File: src/rtl/awg_param_ctrl.sv
`default_nettype none
// +--------------------------------------------------------------------------+
// | awg_param_ctrl : key debounce, auto-repeat and select/edit of DDS params |
// | Revision 1.0   : initial release                                         |
// +--------------------------------------------------------------------------+
module awg_param_ctrl #(
   parameter int DEBOUNCE_CYCLES = 500000,
   parameter int REPEAT_DELAY    = 25000000,
   parameter int REPEAT_RATE     = 5000000,
   parameter int FREQ_STEP       = 16,
   parameter int FREQ_INIT       = 64
) (
   input  logic        clk,
   input  logic        rst_n,
   input  logic        key_sel,
   input  logic        key_up,
   input  logic        key_dn,
   input  logic        key_en,
   output logic        en,
   output logic [11:0] freq,
   output logic [2:0]  amp,
   output logic [7:0]  phase,
   output logic [1:0]  sel,
   output logic        upd
);

   localparam int              DW         = (DEBOUNCE_CYCLES > 1) ? $clog2(DEBOUNCE_CYCLES) : 1;
   localparam logic [DW-1:0]   DEB_MAX    = DW'(DEBOUNCE_CYCLES - 1);
   localparam int              RW         = $clog2(REPEAT_DELAY + 1);
   localparam logic [RW-1:0]   REP_FIRE   = RW'(REPEAT_DELAY);
   localparam logic [RW-1:0]   REP_RELOAD = RW'(REPEAT_DELAY - REPEAT_RATE + 1);
   localparam logic [12:0]     FSTEP13    = 13'(FREQ_STEP);
   localparam logic [11:0]     FSTEP12    = 12'(FREQ_STEP);
   localparam logic [11:0]     FMAX       = 12'd4095;

   typedef enum logic [1:0] {
      S_FREQ  = 2'd0,
      S_AMP   = 2'd1,
      S_PHASE = 2'd2
   } sel_t;

   sel_t        state;
   logic [3:0]  raw;
   logic [3:0]  held;
   logic [3:0]  press;
   logic        both;
   logic [1:0]  step;
   logic [12:0] f_up;
   logic [11:0] f_dn;
   logic        n_en;
   logic [11:0] n_freq;
   logic [2:0]  n_amp;
   logic [7:0]  n_phase;

   // Bit order: 0 = sel, 1 = up, 2 = dn, 3 = en; held/press are active-high
   assign raw = {key_en, key_dn, key_up, key_sel};

   for (genvar i = 0; i < 4; i++) begin : g_key
      logic          s1;
      logic          s2;
      logic          lvl;
      logic          evt;
      logic [DW-1:0] cnt;

      always_ff @(posedge clk) begin
         if (!rst_n) begin
            s1  <= 1'b1;
            s2  <= 1'b1;
            lvl <= 1'b0;
            evt <= 1'b0;
            cnt <= '0;
         end else begin
            s1  <= raw[i];
            s2  <= s1;
            evt <= 1'b0;
            if (~s2 != lvl) begin
               if (cnt == DEB_MAX) begin
                  lvl <= ~s2;
                  evt <= ~s2;
                  cnt <= '0;
               end else begin
                  cnt <= cnt + DW'(1);
               end
            end else begin
               cnt <= '0;
            end
         end
      end

      assign held[i]  = lvl;
      assign press[i] = evt;
   end

   // Opposing keys cancel each other completely, including the hold timers
   assign both = held[1] & held[2];

   for (genvar j = 0; j < 2; j++) begin : g_rep
      logic [RW-1:0] hold;

      always_ff @(posedge clk) begin
         if (!rst_n || !held[j+1] || both) begin
            hold <= '0;
         end else if (hold == REP_FIRE) begin
            hold <= REP_RELOAD;
         end else begin
            hold <= hold + RW'(1);
         end
      end

      assign step[j] = ~both & (press[j+1] | (held[j+1] & (hold == REP_FIRE)));
   end

   assign f_up = {1'b0, freq} + FSTEP13;
   assign f_dn = freq - FSTEP12;

   always_comb begin
      n_en    = en ^ press[3];
      n_freq  = freq;
      n_amp   = amp;
      n_phase = phase;
      case (state)
         S_FREQ: begin
            if (step[0]) begin
               n_freq = (f_up > {1'b0, FMAX}) ? FMAX : f_up[11:0];
            end else if (step[1]) begin
               n_freq = ({1'b0, freq} <= FSTEP13) ? 12'd1 : f_dn;
            end
         end
         S_AMP: begin
            if (step[0] && amp != 3'd7) begin
               n_amp = amp + 3'd1;
            end else if (step[1] && amp > 3'd1) begin
               n_amp = amp - 3'd1;
            end
         end
         S_PHASE: begin
            if (step[0]) begin
               n_phase = phase + 8'd1;
            end else if (step[1]) begin
               n_phase = phase - 8'd1;
            end
         end
         default: begin
         end
      endcase
   end

   // Steps use the pre-transition selection; state 3 falls back to FREQ
   always_ff @(posedge clk) begin
      if (!rst_n) begin
         state <= S_FREQ;
         en    <= 1'b0;
         freq  <= 12'(FREQ_INIT);
         amp   <= 3'd1;
         phase <= 8'd0;
         upd   <= 1'b0;
      end else begin
         en    <= n_en;
         freq  <= n_freq;
         amp   <= n_amp;
         phase <= n_phase;
         upd   <= (n_en != en) | (n_freq != freq) | (n_amp != amp) | (n_phase != phase);
         case (state)
            S_FREQ:  if (press[0]) state <= S_AMP;
            S_AMP:   if (press[0]) state <= S_PHASE;
            S_PHASE: if (press[0]) state <= S_FREQ;
            default: state <= S_FREQ;
         endcase
      end
   end

   assign sel = state;

endmodule
`default_nettype wire

File: config.mk
export PLATFORM = sky130hd
export DESIGN_NAME = awg_param_ctrl
export DESIGN_NICKNAME = d
export VERILOG_FILES = /design/src/rtl/awg_param_ctrl.sv
export SDC_FILE = /design/constraint.sdc
export NUM_CORES = 1
export LEC_CHECK = 0
export BUFFER_PORTS_ARGS = -buffer_cell sky130_fd_sc_hd__buf_2
export CAP_MARGIN = 20
export CORE_ASPECT_RATIO = 1.5
export CORE_UTILIZATION = 35
export DETAILED_ROUTE_END_ITERATION = 10
export PLACE_DENSITY = 0.54
export SETUP_SLACK_MARGIN = 0.15
export SLEW_MARGIN = 30
export SYNTH_ARGS = -nofsm -noshare
export SYNTH_HDL_FRONTEND = slang
export SYNTH_SLANG_ARGS = --single-unit
File: constraint.sdc
create_clock -name clk -period 6.4 [get_ports clk]
set_clock_uncertainty 0.2 [all_clocks]
set_input_delay 0.64 -clock clk [delete_from_list [all_inputs] [get_ports clk]]
set_output_delay 0.64 -clock clk [all_outputs]
set_load 0.01 [all_outputs]
After elaboration in Yosys (flattened, before gate mapping)
Cells that the tools add are included.
{"block": "classes", "add_sub_neg": 12, "multipliers": 0, "n_div": 0, "n_lt_le_gt_ge": 3, "n_eq_ne": 20, "n_shift": 0, "mux": 17, "n_bitwise": 21, "n_reduce_logical": 25}
{"cell": "$add 19x1->19 const B", "n": 4}
{"cell": "$eq 19x19->1 const B", "n": 4}
{"cell": "$mux 12", "n": 5}
{"cell": "$add 25x1->25 const B", "n": 2}
{"cell": "$eq 25x25->1 const B", "n": 2}
{"cell": "$mux 25", "n": 2}
{"cell": "$mux 8", "n": 3}
{"cell": "$reduce_and 3->1", "n": 5}
{"cell": "$add 12x5->13 const B", "n": 1}
{"cell": "$gt 13x12->1 const B", "n": 1}
{"cell": "$le 12x5->1 const B", "n": 1}
{"cell": "$ne 12x12->1", "n": 1}
{"cell": "$reduce_or 3->1", "n": 4}
{"cell": "$sub 12x5->12 const B", "n": 1}
{"cell": "$not 1->1", "n": 10}
{"cell": "$mux 3", "n": 3}
{"cell": "$add 8x1->8 const B", "n": 1}
{"cell": "$ne 8x8->1", "n": 1}
{"cell": "$reduce_and 2->1", "n": 4}
{"cell": "$sub 8x1->8 const B", "n": 1}
{"cell": "$mux 2", "n": 3}
{"cell": "$ne 2x2->1 const B", "n": 3}
{"cell": "$pmux 2 s3", "n": 1}
{"cell": "$and 1x1->1", "n": 5}
{"cell": "other kinds (15)", "n": 30}
{"block": "word_totals", "reg_bits": 169, "latch_bits": 0, "ram_bits": 0, "romBits": 0, "input_bits": 6, "out_inout_bits": 27, "wordCells": 128, "n_memories": 0}

Depth between registers and ports, before layout
{"block": "depth", "word_depth": 11, "mapped_depth": 11, "depth_no_buf": 10}

Least setup slack after synthesis
No wires, ideal clock.
{"block": "synth_timing", "path_type": "reg-to-reg", "start": "register g_rep[0].hold[17]", "end": "register upd", "setup_time_ns": 0.125, "t_arrival_ns": 2.564, "required_time_ns": 6.075, "setup_slack_ns": 3.511, "stages_incl_launch_ff": 9, "n_path_buf": 1, "synth_period_minus_slack_ns": 2.889, "cell_sequence": "dfxtp_1 > or4_4 > nor4_4 > and3_1 > o41ai_2 > buf_6 > mux2_2 > a311o_1 > o41a_1"}
{"block": "synth_between", "elab_chain_cells": 10, "word_cells_on_any_way": 17, "cone_classes": "4 x eq/ne; 6 x mux; 6 x bitwise; 1 x reduce/logical"}
{"item": "start, declared", "line": "98", "text": "logic [RW-1:0] hold;"}
{"item": "start signal, assigned", "line": "106", "text": "hold <= hold + RW'(1);"}
{"item": "$eq 25x25->1 *", "line": "110", "text": "assign step[j] = ~both & (press[j+1] | (held[j+1] & (hold == REP_FIRE)));"}
{"item": "$and 1x1->1 *", "line": "110"}
{"item": "$or 1x1->1 *", "line": "110"}
{"item": "$and 1x1->1 *", "line": "110"}
{"item": "$mux 12 or $logic_and 1x1->1 (tied branches)", "line": "123, 130"}
{"item": "$mux 12 or $mux 3 (tied branches)", "line": "121, 130"}
{"item": "$ne 12x12->1 or $mux 3 (tied branches)", "line": "162, 121"}
{"item": "$or 1x1->1 or $ne 3x3->1 (tied branches)", "line": "162", "text": "upd <= (n_en != en) | (n_freq != freq) | (n_amp != amp) | (n_phase != phase);"}
{"item": "$or 1x1->1", "line": "162"}
{"item": "$or 1x1->1 *", "line": "162"}
{"item": "end signal, assigned", "line": "162"}
{"item": "end, declared", "line": "24", "text": "output logic upd"}
Every way passes the cells marked *; elsewhere a longest branch is shown, timed or not.
A chain may end at the register's enable or synchronous reset.

Worst setup path after layout
Ends and elaborated chain as after synthesis.

==> results.json <==
{
  "status": "completed",
  "cp-start-kind": "flop",
  "die_w_um": 125,
  "power.total_uw": 2030,
  "ctsHoldBuffers": 0,
  "p_per_area_nw_per_um2": 228,
  "worst_pin_slew_ns": 0.746,
  "synth_warnings": 0,
  "grt_pass1_wl_mm": 29.2,
  "max-clock-path-buffers": 2,
  "critPathCapture": "upd",
  "seq_area_frac_synth_pct": 42.4,
  "yosys.area.top_type": "dfxtp_1",
  "drtAntennaViolNets": 0,
  "grt_setup_unrepaired": "false",
  "rr_worst_depth": 8,
  "end_kind": "flop",
  "crit_fanout": 23,
  "cts_tree": "built",
  "routedWlPerCell_um": 13.5,
  "crit_required_ns": 6.50,
  "die_area_um2": 23400,
  "clkTransAtPathRegs_ns": 0.06,
  "vias": 6352,
  "grt_remaining_overflow": 0,
  "n_antenna_cell": 0,
  "core.rowCount": 67,
  "critPathMaxStageDelay_ns": 0.56,
  "slew_viol_final": 0,
  "min_period_ns": 3.47,
  "use_met1_pct": 16.4,
  "crit_buf_inv": 0,
  "finalCritPeriodShare_pct": 54.3,
  "synthTopCellsByCount": "nor2_1, dfxtp_1, nand2_1",
  "tns_ns": 0,
  "clock_latency_ns": 0.42,
  "routed_wl_mm": 16.9,
  "clkSinkCount": 169,
  "yosysMostFrequentCell": "nor2_1",
  "antenna_found_initial": 0,
  "ys_top_cells_by_area": "dfxtp_1, nor2_1, xor2_1",
  "viasPerCell": 5.05,
  "p_sw_share_pct": 20.0,
  "crit-reg2reg-launch": "g_rep[0].hold[17]",
  "max_cap_viol_count": 0,
  "instances_no_fill": 1258,
  "pwr-share-comb_pct": 0.7,
  "first_iter_violations": 182,
  "layout-drive-gt1-share_pct": 8.55,
  "regToRegSetupSlack_ns": 2.93,
  "synth_nets": 970,
  "ys_ff_latch": 169,
  "seq_power_share_pct": 52.1,
  "cp_common_cell": "nor4_4",
  "met3_usage_pct": 2.49,
  "synth_top_area_share_pct": 42.4,
  "async_flop_share_pct": 0,
  "hp-class": "primary input to flop",
  "die_y_um": 187,
  "worstPathCellList": "or4_4 -> nor4_4 -> a32o_2 -> nand2_2 -> nor2_2 -> nor4_4 -> a311o_1 -> o41a_1",
  "synth_ff_type": "dfxtp_1",
  "grtUsageTotal_pct": 15.2,
  "ioPinCount": 33,
  "cts_resized": 0,
  "core_area_um2": 22400,
  "critPathKind": "flop to flop",
  "grt_max_degree": 32,
  "fin_nets": 994,
  "clock.fmax_ghz": 0.288,
  "clkPwrFrac_pct": 47.2,
  "drtPass1Iterations": 6,
  "drc": 0,
  "synthCells": 946,
  "slew_headroom_pct": 50.1,
  "syn-cell-area_um2": 7970,
  "start_util_pct": 35.6,
  "post_cts_buffers": 0,
  "path_delay_family": "simple AND/OR/NAND/NOR gates",
  "numPortBuffers": 32,
  "intPower_uw": 1620,
  "crit_path_top_delay_cell": "a32o_2",
  "place.detailed.hpwl_mm": 12.2,
  "use_met2_pct": 28.3,
  "numCtsBuffers": 17,
  "area_delta_synth_final_pct": 11.8,
  "power_switching_uw": 406,
  "grt_pass1_vias": 6330,
  "crit_path_start": "g_rep[0].hold[17]",
  "r2r_end": "upd",
  "cts_root_buf": "clkbuf_16",
  "routabilityCongestion": 0.864,
  "vdd_drop_max_v": 0.000163,
  "power_leakage_uw": 0.00300,
  "top_usage_layer": "met2",
  "setup_violations": 0,
  "dp_cells": 1227,
  "hold_violations": 0,
  "avgSynthCellArea_um2": 8.43,
  "synth_cell_types": 67,
  "synth_edf_count": 0,
  "htree_num_levels": 4,
  "critical_path_arrival_ns": 3.57,
  "crit_cells": 8
}
[layout by cell type (no fill, tap or decap), drive strengths merged, types with 8 or more instances in the layout]
cell,instances
dfxtp,169
clkbuf,25
nor4,17
xor2,69
inv,34
nor2,171
xnor2,55
nand2,71
buf,33
nand4,20
or3,12
nor4b,10
nor3,23
ha,18
or2,8
and3,33
o21ai,22
a21oi,43
nand2b,11
nand3,61
[per-stage QoR]
| stage | utilization, % | hold slack [ns] | worst slack [ns] | area (um^2) |
|---|---|---|---|---|
| floorplan | - | 0.186 | 3.51 | 7970 |
| global placement | 37.3 | 0.192 | 3.01 | 8350 |
| detailed placement | 37.3 | 0.204 | 2.96 | 8360 |
| CTS | 39.8 | 0.176 | 2.94 | 8910 |
| global route | 39.8 | 0.191 | 2.80 | 8910 |
| finish | 39.8 | 0.194 | 2.93 | 8910 |
[metal layers]
layer | up-vias | part of all wire (%) | wire length, um
met4 | 0 | 2.5 | 421
met5 | - | 0 | 0
met3 | 28 | 2.3 | 390
met2 | 50 | 52 | 8780
met1 | 2991 | 43 | 7350
li1 | 3283 | - | -
[power groups by stage]
stage | clock (uW) | sequential [uW] | combinational (uW)
after CTS | 995 | 1060 | 15.8
after detailed placement | 0 | 1080 | 15.9
after floorplan | 0 | 1080 | 11.9
final | 958 | 1060 | 15.2
after global routing | 1040 | 1060 | 17.2
after global placement | 0 | 1080 | 15.8
[worst min-delay path by stage]
stage           startpoint           to  slack (ns)  cells after the start
2_1_floorplan  g_key[0].s1  g_key[0].s2        0.19                      1
3_3_place_gp   g_key[3].s1  g_key[3].s2        0.19                      1
3_5_place_dp   g_key[3].s1  g_key[3].s2        0.20                      1
4_1_cts             key_en  g_key[3].s1        0.18                      2
5_1_grt             key_en  g_key[3].s1        0.19                      2
6_report            key_en  g_key[3].s1        0.19                      2
[cell families after synthesis]
group	Yosys count	share of synthesized area, %
AO/OA/AOI/OAI	100	7.83
XOR/XNOR	124	13.6
adder cells (fa/ha/maj)	18	2.82
buffers and inverters	62	3.34
flip-flops	169	42.4
multiplexers	3	0.392
AND/OR/NAND/NOR	470	29.6
[area by class of cell]
type,count,area (um^2)
Tap cell,276,345
Fill cell,2298,13500
Sequential cell,169,3380
Clock inverter,6,66.3
Multi-Input combinational cell,715,4340
Inverter,34,128
Timing Repair Buffer,33,168
Clock buffer,25,485
[worst reg2reg max path: stages (launching register included)]
cell	delay, ns
dfxtp_1	0.34
or4_4	0.55
nor4_4	0.36
a32o_2	0.56
nand2_2	0.16
nor2_2	0.36
nor4_4	0.08
a311o_1	0.34
o41a_1	0.42
[sequential cells by signal (all words and copies together), names as in the netlist]
register,flops
g_key.cnt,76
phase,8
g_key.s1,4
sel,2
en,1
g_key.s2,4
g_key.evt,4
g_key.lvl,4
freq,12
g_rep.hold,50
amp,3
upd,1
No activity file was read; power rests on OpenSTA's default activity.
